## src/rtl/instr_fetch_pkg.sv

```systemverilog
// Shared types and sizing for the instruction fetch front end.
package instr_fetch_pkg;

    localparam int unsigned N_BLOCKS    = 256;
    localparam int unsigned INSTR_WIDTH = 32;
    localparam int unsigned PC_W        = $clog2(N_BLOCKS);

    typedef enum logic [1:0] {
        StIdle,
        StFetch,
        StDrain
    } fetch_state_t;

    typedef struct packed {
        logic                   last;
        logic [PC_W-1:0]        pc;
        logic [INSTR_WIDTH-1:0] instr;
    } fetch_entry_t;

endpackage

```

## src/rtl/fetch_skid_fifo.sv

```systemverilog
// Two-entry register FIFO holding tagged instruction words between RAM and decoder.
module fetch_skid_fifo
    import instr_fetch_pkg::*;
(
    input  logic         clk_i,
    input  logic         reset_i,
    input  logic         push_i,
    input  fetch_entry_t data_i,
    input  logic         pop_i,
    output fetch_entry_t data_o,
    output logic [1:0]   occ_o
);

    fetch_entry_t mem_q [2];
    logic         wr_ptr_q, wr_ptr_d;
    logic         rd_ptr_q, rd_ptr_d;
    logic [1:0]   occ_q, occ_d;

    always_comb begin
        wr_ptr_d = wr_ptr_q;
        rd_ptr_d = rd_ptr_q;
        occ_d    = occ_q;
        if (push_i) begin
            wr_ptr_d = ~wr_ptr_q;
        end
        if (pop_i) begin
            rd_ptr_d = ~rd_ptr_q;
        end
        occ_d = occ_q + {1'b0, push_i} - {1'b0, pop_i};
    end

    always_ff @(posedge clk_i) begin
        if (reset_i) begin
            mem_q[0] <= '0;
            mem_q[1] <= '0;
            wr_ptr_q <= 1'b0;
            rd_ptr_q <= 1'b0;
            occ_q    <= 2'd0;
        end else begin
            if (push_i) begin
                mem_q[wr_ptr_q] <= data_i;
            end
            wr_ptr_q <= wr_ptr_d;
            rd_ptr_q <= rd_ptr_d;
            occ_q    <= occ_d;
        end
    end

    assign data_o = mem_q[rd_ptr_q];
    assign occ_o  = occ_q;

endmodule

```

## src/rtl/instr_fetch.sv

```systemverilog
// Walks the active instruction list per sample tick and streams RAM words to the decoder,
// issuing reads only when a FIFO slot is guaranteed for the returning word.
module instr_fetch
    import instr_fetch_pkg::*;
(
    input  logic                   clk_i,
    input  logic                   reset_i,
    input  logic                   sample_tick_i,
    input  logic [PC_W:0]          n_blocks_i,
    output logic                   mem_rd_en_o,
    output logic [PC_W-1:0]        mem_addr_o,
    input  logic [INSTR_WIDTH-1:0] mem_rdata_i,
    output logic [INSTR_WIDTH-1:0] instr_o,
    output logic [PC_W-1:0]        instr_pc_o,
    output logic                   instr_last_o,
    output logic                   instr_valid_o,
    input  logic                   instr_ready_i,
    output logic                   busy_o,
    output logic                   pass_done_o,
    output logic                   overrun_o
);

    localparam logic [PC_W:0] One = {{PC_W{1'b0}}, 1'b1};

    fetch_state_t    state_q, state_d;
    logic [PC_W:0]   pc_q, pc_d;
    logic [PC_W:0]   count_q, count_d;
    logic [PC_W-1:0] rd_pc_q, rd_pc_d;
    logic            inflight_q, inflight_d;
    logic            pass_done_q, pass_done_d;
    logic            overrun_q, overrun_d;
    logic            issue, pop;
    logic [1:0]      occ;
    logic [2:0]      credits_used;
    fetch_entry_t    push_entry, head;

    assign pop          = instr_valid_o & instr_ready_i;
    assign credits_used = {1'b0, occ} + {2'b00, inflight_q};

    always_comb begin
        state_d     = state_q;
        pc_d        = pc_q;
        count_d     = count_q;
        rd_pc_d     = rd_pc_q;
        pass_done_d = 1'b0;
        overrun_d   = overrun_q;
        issue       = 1'b0;
        mem_addr_o  = '0;
        if (sample_tick_i && (state_q != StIdle)) begin
            overrun_d = 1'b1;
        end
        unique case (state_q)
            StIdle: begin
                if (sample_tick_i) begin
                    if (n_blocks_i == '0) begin
                        pass_done_d = 1'b1;
                    end else begin
                        // Word 0 is read in the tick cycle itself to reach the 2-cycle latency.
                        issue   = 1'b1;
                        count_d = n_blocks_i;
                        pc_d    = One;
                        rd_pc_d = '0;
                        state_d = (n_blocks_i == One) ? StDrain : StFetch;
                    end
                end
            end
            StFetch: begin
                issue = (pc_q < count_q) && (credits_used < (pop ? 3'd3 : 3'd2));
                if (issue) begin
                    mem_addr_o = pc_q[PC_W-1:0];
                    rd_pc_d    = pc_q[PC_W-1:0];
                    pc_d       = pc_q + One;
                    if (pc_d == count_q) begin
                        state_d = StDrain;
                    end
                end
            end
            StDrain: begin
                if (pop && head.last) begin
                    state_d     = StIdle;
                    pass_done_d = 1'b1;
                end
            end
            default: state_d = StIdle;
        endcase
        inflight_d = issue;
    end

    always_ff @(posedge clk_i) begin
        if (reset_i) begin
            state_q     <= StIdle;
            pc_q        <= '0;
            count_q     <= '0;
            rd_pc_q     <= '0;
            inflight_q  <= 1'b0;
            pass_done_q <= 1'b0;
            overrun_q   <= 1'b0;
        end else begin
            state_q     <= state_d;
            pc_q        <= pc_d;
            count_q     <= count_d;
            rd_pc_q     <= rd_pc_d;
            inflight_q  <= inflight_d;
            pass_done_q <= pass_done_d;
            overrun_q   <= overrun_d;
        end
    end

    assign push_entry.last  = ({1'b0, rd_pc_q} == (count_q - One));
    assign push_entry.pc    = rd_pc_q;
    assign push_entry.instr = mem_rdata_i;

    fetch_skid_fifo u_fifo (
        .clk_i   (clk_i),
        .reset_i (reset_i),
        .push_i  (inflight_q),
        .data_i  (push_entry),
        .pop_i   (pop),
        .data_o  (head),
        .occ_o   (occ)
    );

    assign mem_rd_en_o   = issue & ~reset_i;
    assign instr_o       = head.instr;
    assign instr_pc_o    = head.pc;
    assign instr_last_o  = head.last;
    assign instr_valid_o = (occ != 2'd0);
    assign busy_o        = (state_q != StIdle);
    assign pass_done_o   = pass_done_q;
    assign overrun_o     = overrun_q;

endmodule
```

## config.mk

```make
export PLATFORM = sky130hd
export DESIGN_NAME = instr_fetch
export DESIGN_NICKNAME = d
export VERILOG_FILES = /design/src/rtl/instr_fetch_pkg.sv /design/src/rtl/fetch_skid_fifo.sv /design/src/rtl/instr_fetch.sv
export SDC_FILE = /design/constraint.sdc
export NUM_CORES = 1
export LEC_CHECK = 0
export ABC_CLOCK_PERIOD_IN_PS = 2600
export BUFFER_PORTS_ARGS = -buffer_cell sky130_fd_sc_hd__buf_2
export CAP_MARGIN = 10
export CELL_PAD_IN_SITES_DETAIL_PLACEMENT = 0
export CELL_PAD_IN_SITES_GLOBAL_PLACEMENT = 2
export CORE_MARGIN = 8
export CORE_UTILIZATION = 30
export DETAILED_ROUTE_END_ITERATION = 6
export GPL_ROUTABILITY_DRIVEN = 0
export HOLD_SLACK_MARGIN = 0.03
export PLACE_DENSITY = 0.74
export SETUP_SLACK_MARGIN = 0.3
export SKIP_CTS_REPAIR_TIMING = 1
export SLEW_MARGIN = 10
export SYNTH_ARGS = -nofsm -noshare
export SYNTH_HDL_FRONTEND = slang
export SYNTH_SLANG_ARGS = --single-unit
```

## constraint.sdc

```tcl
create_clock -name clk_i -period 2.6 [get_ports clk_i]
set_clock_uncertainty 0.15 [all_clocks]
set_input_delay 0.39 -clock clk_i [delete_from_list [all_inputs] [get_ports clk_i]]
set_output_delay 0.39 -clock clk_i [all_outputs]
set_load 0.01 [all_outputs]
```

==> results.sh, run 1 <==
export IMPL_relSlewSlack_pct=65.2
export IMPL_synthTopCellsByCount="edfxtp_1 (82), and2_1 (77), nand2_1 (42)"
export IMPL_crit_buf_inv=2
export IMPL_cts_made_buffers=17
export IMPL_wirelength_um=15600
export IMPL_cpMaxStageDelayCell="dfxtp_2"
export IMPL_synth_mux_area_share_pct=7.92
export IMPL_clk_pin_slew_ns=0.06
export IMPL_cp_top_family="compound AO/OA/AOI/OAI gates"
export IMPL_synth_seq_cells=118
export IMPL_syn_area_um2=5830
export IMPL_drive_gt1_share_pct=39.4
export IMPL_crit_path_cell_trace="inv_2 -> ha_4 -> a211oi_2 -> nand2_2 -> o21ai_4 -> and3_4 -> buf_6"
export IMPL_placed_area_um2=6800
export IMPL_synth_area_leaders="edfxtp_1 (42%), dfxtp_1 (12%), and2_1 (8.3%), mux2_2 (7.9%), ha_1 (3.2%)"
export IMPL_ys_flop_type="edfxtp_1"
export IMPL_dp_hpwl_um=10600
export IMPL_io_buffers=98
export IMPL_core_area_um2=19300
export IMPL_grt_usage_pct=12.8
export IMPL_die_area_um2=24100
export IMPL_endpoint_kind="output pin"
export IMPL_placedCellCount=890
export IMPL_row_count=51
export IMPL_cts_root_buf="clkbuf_16"
export IMPL_setup_viol=5
export IMPL_via_per_inst=4.61
export IMPL_wl_per_cell_um=16.8
export IMPL_num_vias=4281
export IMPL_min_period_ns=2.63
export IMPL_p_leak_uw=0.00307
export IMPL_synthCells=530
export IMPL_synth_most_common_cell="edfxtp_1"
export IMPL_grt_start_max_net_pins=42
export IMPL_critPathMaxStageDelay_ns=0.32
export IMPL_synth_top_area_share_pct=42.2
export IMPL_async_reset_ff_share_pct=0
export IMPL_synth_xor_area_share_pct=3.01
export IMPL_path_class="reg2out"
export IMPL_hp_class="in2reg"
export IMPL_drc=0
export IMPL_grt_pass1_vias=4424
export IMPL_first_pass_iters=4
export IMPL_dp_slack_ns=0.142
export IMPL_antenna_found_initial=0
export IMPL_fin_crit_sh_pct=101
export IMPL_synth_compound_area_share_pct=7.66
export IMPL_drt_iter0_markers=219
export IMPL_cts_max_path_buffers=2
export IMPL_status="finished, violations left"
export IMPL_fin_cells=928
export IMPL_synth_cell_types=48
export IMPL_crit_required_ns=2.06
export IMPL_failed_checks="negative setup slack"
export IMPL_yosysWarnings=0
export IMPL_rsz0062_at_grt="true"
export IMPL_clock_latency_ns=0.42
export IMPL_tightestPinTransition_ns=0.522
export IMPL_die_height_um=155
export IMPL_maxSlewViolCount=0
export IMPL_cts_htree_levels=4
export IMPL_synth_adder_area_share_pct=3.22
export IMPL_postRouteAntennaNets=0
export IMPL_synth_edff_count=82
export IMPL_die_w_um=155
export IMPL_hold_violations=0
export IMPL_final_area_um2=7710
export IMPL_p_per_area_nw_per_um2=796
export IMPL_synthSimpleGateAreaFrac_pct=19.9
export IMPL_cp_max_fo=7
export IMPL_nNetsFinal=710
export IMPL_cts_sinks=118
export IMPL_yosys_area_top_type="edfxtp_1"
export IMPL_grt_pass1_wl_um=23800
export IMPL_overflow=0
export IMPL_synth_area_per_cell_um2=11.0
export IMPL_cp_arrival_ns=2.09
export IMPL_critPathLaunchType="flop"
export IMPL_fmax_ghz=0.381
export IMPL_synth_nets=590
export IMPL_start_util_pct=30.2
export IMPL_syn2layout_area_growth_pct=32.3
export IMPL_ir_worst_vdd_uv=629
export IMPL_io_pin_count=99
export IMPL_cts_tree="done"
export IMPL_ys_seq_area_share_pct=54.6
export IMPL_finalWorstSetupSlack_ns=-0.0255
export IMPL_maxCapViolCount=0
export IMPL_synth_top_family_by_area="simple AND/OR/NAND/NOR gates"
export IMPL_antenna_cells=0
## worst register-to-register path, delay by kind of cell (launching register included)
family	cells	cell delay, ns
adder cells (fa/ha/maj)	1	0.21
AND/OR/NAND/NOR	2	0.58
AO/OA/AOI/OAI	4	0.84
buffers and inverters	3	0.35
flip-flops	1	0.32
## layout by cell type (no fill, tap or decap), types with 6 or more instances in the layout
master / synthesis / layout
edfxtp_1: 82 / 82
buf_6: 2 / 9
and2_1: 77 / 76
nor2_1: 37 / 36
clkinvlp_4: 0 / 6
ha_1: 15 / 11
dfxtp_1: 36 / 27
nor3_1: 9 / 6
xor2_1: 7 / 7
nand4_1: 7 / 7
a21oi_2: 0 / 7
buf_4: 0 / 26
nand2_1: 42 / 37
xnor2_1: 13 / 13
nand3_1: 15 / 15
dfxtp_2: 0 / 6
mux2_2: 41 / 41
a31oi_1: 6 / 6
clkbuf_16: 0 / 18
buf_2: 1 / 92
inv_1: 21 / 19
a21oi_1: 25 / 17
## sequential cells by signal (all words and copies together), names as in the netlist, named ones only
| name | count |
|---|---|
| rd_pc_q | 8 |
| u_fifo.rd_ptr_q | 1 |
| overrun_o | 1 |
| pass_done_o | 1 |
| pc_q | 9 |
| u_fifo.wr_ptr_q | 1 |
| inflight_q | 1 |
| u_fifo.mem_q | 82 |
| state_q | 2 |
| count_q | 9 |
| u_fifo.occ_o | 2 |
## per-stage QoR
stage | total power [uW] | hold WS (ns) | utilization (%) | TNS, ns
final | 6130 | 0.0783 | 40.0 | -0.0924
after global routing | 6430 | 0.0777 | 40.0 | -0.878
after CTS | 6060 | 0.0622 | 38.3 | -1.63
after detailed placement | 3720 | 0.309 | 35.3 | 0
after global placement | 3700 | 0.302 | 35.3 | 0
after floorplan | 3190 | 0.307 | - | 0
## power breakdown
part           total, uW  switching (uW)  internal, uW  leakage, uW
combinational       1540             829           710      0.00165
clock               2310             894          1420     0.000266
sequential          2290            87.2          2200      0.00116
total               6130            1810          4320      0.00307
## final timing paths
path	startpoint	end	slack (ns)	cells after the start
worst max register to register	count_q[4]	pc_q[7]	0.07	10
worst max-delay path	count_q[4]	mem_addr_o[2]	-0.03	7
worst min register to register	overrun_o	overrun_o	0.31	2
worst min-delay path	n_blocks_i[7]	count_q[7]	0.08	3
## per-layer routing
metal / vias up / track usage [%] / routed length (um)
li1: 2115 / - / -
met1: 2051 / 15.7 / 7080
met2: 97 / 21.1 / 7420
met3: 18 / 3.88 / 855
met4: 0 / 4.02 / 202
met5: - / 0 / 0
## kinds of logic after synthesis
group,Yosys count
buf+inv,53
fa+ha+maj,15
flops,118
compound gates,66
mux,41
simple gates,217
xor+xnor,20
## final cells by class
cell class | count | area [um2]
fillers | 1879 | 11600
flip-flops and latches | 118 | 3200
multi-input cells | 359 | 2650
repair buffers | 132 | 862
clock buffers | 18 | 429
well taps | 265 | 332
clock inverters | 14 | 150
inverters | 22 | 82.6
(Power assumes the default switching activity.)
==> run 2, diff against run 1 <==
BUFFER_PORTS_ARGS = -buffer_cell sky130_fd_sc_hd__buf_4   (was -buffer_cell sky130_fd_sc_hd__buf_2)
==> results.sh, run 2 (same netlist as run 1, synthesis figures left out) <==
export IMPL_die_height_um=155
export IMPL_drc=0
export IMPL_largestRegisters="u_fifo.mem_q (82), count_q (9), pc_q (9)"
export IMPL_grt_pass1_vias=4548
export IMPL_grt_pass1_wl_um=24400
export IMPL_worstSetupStartpoint="count_q[4]"
export IMPL_r2r_end="pc_q[8]"
export IMPL_cts_max_path_buffers=2
export IMPL_crit_required_ns=2.06
export IMPL_tightestPinTransition_ns=1.07
export IMPL_cts_root_buf="clkbuf_16"
export IMPL_total_power_uw=6460
export IMPL_cts_htree_levels=4
export IMPL_maxCapViolCount=0
export IMPL_hold_violations=0
export IMPL_final_core_util_pct=41.4
export IMPL_top_register="u_fifo.mem_q"
export IMPL_io_buffers=98
export IMPL_num_vias=4353
export IMPL_ir_worst_vdd_uv=446
export IMPL_critPathLaunchType="flop"
export IMPL_reg2reg_depth=10
export IMPL_maxSlewViolCount=0
export IMPL_start_util_pct=30.2
export IMPL_antenna_cells=0
export IMPL_cts_sinks=118
export IMPL_p_per_area_nw_per_um2=810
export IMPL_die_w_um=155
export IMPL_endpoint_kind="output pin"
export IMPL_io_pin_count=99
export IMPL_cp_arrival_ns=2.06
export IMPL_largest_reg_flops=82
export IMPL_cts_made_buffers=17
export IMPL_row_count=51
export IMPL_grt_start_max_net_pins=42
export IMPL_fillers=1878
export IMPL_fmax_ghz=0.385
export IMPL_status="complete, no violations"
export IMPL_wirelength_um=15500
export IMPL_cp_max_fo=7
export IMPL_path_class="reg2out"
export IMPL_rsz0062_at_grt="true"
export IMPL_overflow=0
export IMPL_postRouteAntennaNets=0
export IMPL_antenna_found_initial=0
export IMPL_hold_depth=2
export IMPL_setup_viol=0
export IMPL_r2r_setup_slack_ns=0.11
export IMPL_fin_crit_sh_pct=99.9
export IMPL_clock_latency_ns=0.42
export IMPL_relSlewSlack_pct=28.4
export IMPL_fin_setup_tns_ns=0
export IMPL_die_area_um2=24100
export IMPL_hp_start="reset_i"
export IMPL_rr_startpoint="count_q[4]"
export IMPL_syn2layout_area_growth_pct=36.9
export IMPL_whs_ns=0.0383
export IMPL_clk_pin_slew_ns=0.06
export IMPL_cts_tree="done"
export IMPL_nNetsFinal=714
export IMPL_p_leak_uw=0.00317
export IMPL_drt_iter0_markers=186
export IMPL_wl_per_cell_um=16.7
export IMPL_via_per_inst=4.67
export IMPL_core_area_um2=19300
export IMPL_min_period_ns=2.60
export IMPL_drive_gt1_share_pct=39.7
export IMPL_hp_class="in2reg"
export IMPL_grt_usage_pct=13.0
export IMPL_final_common_cell="buf_4"
export IMPL_layout_common_cells="buf_4 (125), edfxtp_1 (82), and2_1 (76), mux2_2 (41), nand2_1 (40)"
export IMPL_first_pass_iters=4
export IMPL_dp_hpwl_um=10600
## run 2: worst max-delay path by stage
stage / depth (start not counted) / to
2_1_floorplan: 9 / pc_q[7]
3_3_place_gp: 7 / mem_addr_o[5]
3_5_place_dp: 7 / mem_addr_o[5]
4_1_cts: 7 / mem_addr_o[5]
5_1_grt: 8 / mem_addr_o[5]
6_report: 7 / mem_addr_o[2]
## run 2: report_power, final
part           internal [uW]  switching, uW  leakage [uW]  total [uW]
sequential              2200           79.8       0.00116        2280
clock                   1610            893      0.000305        2500
combinational            840            843       0.00171        1680
## run 2: routing by layer
layer	part of all wire, %	vias to the layer above	global-route usage, %
li1	-	2115	-
met1	47	2107	15.7
met2	46	108	21.1
met3	5.6	23	3.88
met4	1.5	0	5.82
met5	0	-	0
## run 2: layout make-up
type                    instances  area [um2]  area share [%]
clock buffers                  17         425            5.33
clock inverters                15         203            2.54
inverters                      22        85.1            1.07
multi-input cells             359        2650            33.2
flip-flops and latches        118        3210            40.2
well taps                     265         332            4.15
repair buffers                136        1080            13.5
## run 2: worst max-delay path, cell delays in order, from the launching register on
cell,delay [ns]
dfxtp_2,0.35
inv_2,0.06
ha_4,0.22
a211oi_2,0.23
nand2_2,0.11
o21ai_4,0.29
and3_1,0.25
buf_4,0.13
## run 2: stage by stage
step | std cells | instance area (um2) | setup WS, ns
floorplan | 530 | 5870 | 0.302
global placement | 888 | 7020 | 0.168
detailed placement | 888 | 7020 | 0.115
CTS | 920 | 7650 | -0.347
global route | 932 | 7980 | -0.0866
finish | 932 | 7980 | 0.00132
==> run 3, diff against run 2 <==
ABC_CLOCK_PERIOD_IN_PS = 2300   (was 2600)
clock period = 2.3 ns   (was 2.6 ns; I/O delays follow)
==> results.sh, run 3 (same netlist as run 1, synthesis figures left out) <==
export IMPL_fin_setup_tns_ns=-1.94
export IMPL_postRouteAntennaNets=0
export IMPL_largest_reg_flops=82
export IMPL_cts_sinks=118
export IMPL_critPathLaunchType="flop"
export IMPL_top_register="u_fifo.mem_q"
export IMPL_critPathMaxStageDelay_ns=0.33
export IMPL_crit_buf_inv=2
export IMPL_cp_max_fo=6
export IMPL_final_area_um2=8590
export IMPL_num_vias=4495
export IMPL_fin_crit_sh_pct=109
export IMPL_grt_start_max_net_pins=42
export IMPL_cp_top_family="compound AO/OA/AOI/OAI gates"
export IMPL_dp_hpwl_um=11500
export IMPL_wl_per_cell_um=18.2
export IMPL_largestRegisters="u_fifo.mem_q (82), count_q (9), pc_q (9)"
export IMPL_wl_met3_um=956
export IMPL_final_core_util_pct=44.6
export IMPL_whs_ns=0.0592
export IMPL_overflow=0
export IMPL_hold_path_end="overrun_o"
export IMPL_nNetsFinal=733
export IMPL_hp_class="in2reg"
export IMPL_wirelength_um=17300
export IMPL_status="finished, violations left"
export IMPL_die_w_um=155
export IMPL_grt_pass1_vias=4506
export IMPL_hold_violations=0
export IMPL_fillers=1832
export IMPL_ir_worst_vdd_uv=528
export IMPL_p_per_area_nw_per_um2=903
export IMPL_cts_made_buffers=17
export IMPL_path_class="reg2out"
export IMPL_rr_startpoint="count_q[4]"
export IMPL_cpMaxStageDelayCell="dfxtp_2"
export IMPL_core_area_um2=19300
export IMPL_cts_tree="done"
export IMPL_rsz0062_at_grt="true"
export IMPL_via_per_inst=4.73
export IMPL_start_util_pct=30.2
export IMPL_drt_met1_wl_um=7700
export IMPL_grt_usage_pct=13.5
export IMPL_drt_iter0_markers=196
export IMPL_die_area_um2=24100
export IMPL_clk_pin_slew_ns=0.06
export IMPL_clock_latency_ns=0.41
export IMPL_drc=0
export IMPL_cp_arrival_ns=2.02
export IMPL_placed_area_um2=7220
export IMPL_grt_pass1_wl_um=25100
export IMPL_tightestPinTransition_ns=0.640
export IMPL_antenna_found_initial=0
export IMPL_cts_htree_levels=4
export IMPL_crit_path_cell_trace="ha_4 -> ha_4 -> inv_2 -> o211a_4 -> and2_4 -> a21boi_4 -> nor2_4 -> buf_6"
export IMPL_cts_max_path_buffers=2
export IMPL_failed_checks="negative setup slack"
export IMPL_r2r_end="pc_q[7]"
export IMPL_setup_viol=11
export IMPL_cts_root_buf="clkbuf_16"
export IMPL_relSlewSlack_pct=57.3
export IMPL_r2r_setup_slack_ns=-0.14
export IMPL_die_height_um=155
export IMPL_finalWorstSetupSlack_ns=-0.212
export IMPL_min_period_ns=2.51
export IMPL_cpMostUsedCell="ha_4"
export IMPL_hold_depth=3
export IMPL_final_common_cell="buf_4"
export IMPL_top_layer_used="met4"
export IMPL_maxCapViolCount=0
export IMPL_row_count=51
export IMPL_io_buffers=98
export IMPL_crit_required_ns=1.80
export IMPL_reg2reg_depth=11
export IMPL_syn2layout_area_growth_pct=47.3
export IMPL_endpoint_kind="output pin"
export IMPL_antenna_cells=0
export IMPL_hp_start="sample_tick_i"
export IMPL_io_pin_count=99
export IMPL_wl_met2_um=8360
export IMPL_drive_gt1_share_pct=43.7
export IMPL_fmax_ghz=0.398
export IMPL_p_leak_uw=0.00343
export IMPL_maxSlewViolCount=0
export IMPL_first_pass_iters=4
export IMPL_layout_common_cells="buf_4 (90), edfxtp_1 (82), and2_1 (76), buf_6 (54), mux2_4 (41)"
## run 3: changes by cell type in the layout (fill, tap and decap cells not counted), moves of 3 or more
cell,change
buf_8,+3
buf_6,+45
mux2_4,+41
nand2_1,-3
buf_4,-35
clkinvlp_4,+4
clkbuf_16,+5
mux2_2,-41
nand2_2,+3
## run 3: how the worst max path moves through the flow
stage	from	endpoint	slack, ns	cells after the start
6_report	u_fifo.occ_o[0]	mem_rd_en_o	-0.21	8
5_1_grt	u_fifo.occ_o[0]	mem_addr_o[0]	-0.30	8
4_1_cts	u_fifo.occ_o[0]	mem_rd_en_o	-0.34	8
3_5_place_dp	pc_q[1]	state_q[0]	0.09	6
3_3_place_gp	pc_q[1]	state_q[0]	0.11	6
2_1_floorplan	count_q[4]	pc_q[7]	0.11	10
## run 3: through the flow
stage          total power (uW)  std cells  setup slack, ns
3_5_place_dp               4470        901           0.0891
4_1_cts                    7090        933           -0.343
5_1_grt                    8090        951           -0.296
3_3_place_gp               4440        901            0.111
6_report                   7750        951           -0.212
2_1_floorplan              3660        530            0.109
## run 3: layer usage
| metal | track usage (%) | vias to the layer above |
|---|---|---|
| li1 | - | 2158 |
| met3 | 3.61 | 20 |
| met4 | 4.67 | 0 |
| met1 | 17.5 | 2190 |
| met2 | 21.4 | 127 |
| met5 | 0 | - |
## run 3: power breakdown
part / switching [uW] / internal [uW] / total (uW)
Combinational: 1130 / 1420 / 2550
Sequential: 126 / 2480 / 2610
Clock: 997 / 1600 / 2590
Total: 2250 / 5500 / 7750
## run 3: final cells by class
type | count | area (um2) | share of cell area [%]
Clock buffer | 17 | 425 | 4.95
Clock inverter | 15 | 155 | 1.81
Inverter | 22 | 87.6 | 1.02
Multi-Input combinational cell | 359 | 2870 | 33.4
Sequential cell | 118 | 3210 | 37.4
Tap cell | 265 | 332 | 3.86
Timing Repair Buffer | 155 | 1510 | 17.6
## run 3: worst reg2reg max path: stages, from the launching register on
cell,delay [ns]
dfxtp_2,0.35
inv_4,0.04
ha_4,0.21
a211oi_2,0.21
nand2_2,0.11
o21ai_4,0.21
buf_4,0.16
a21boi_4,0.06
buf_6,0.13
buf_6,0.12
or4_1,0.46
a31oi_1,0.16
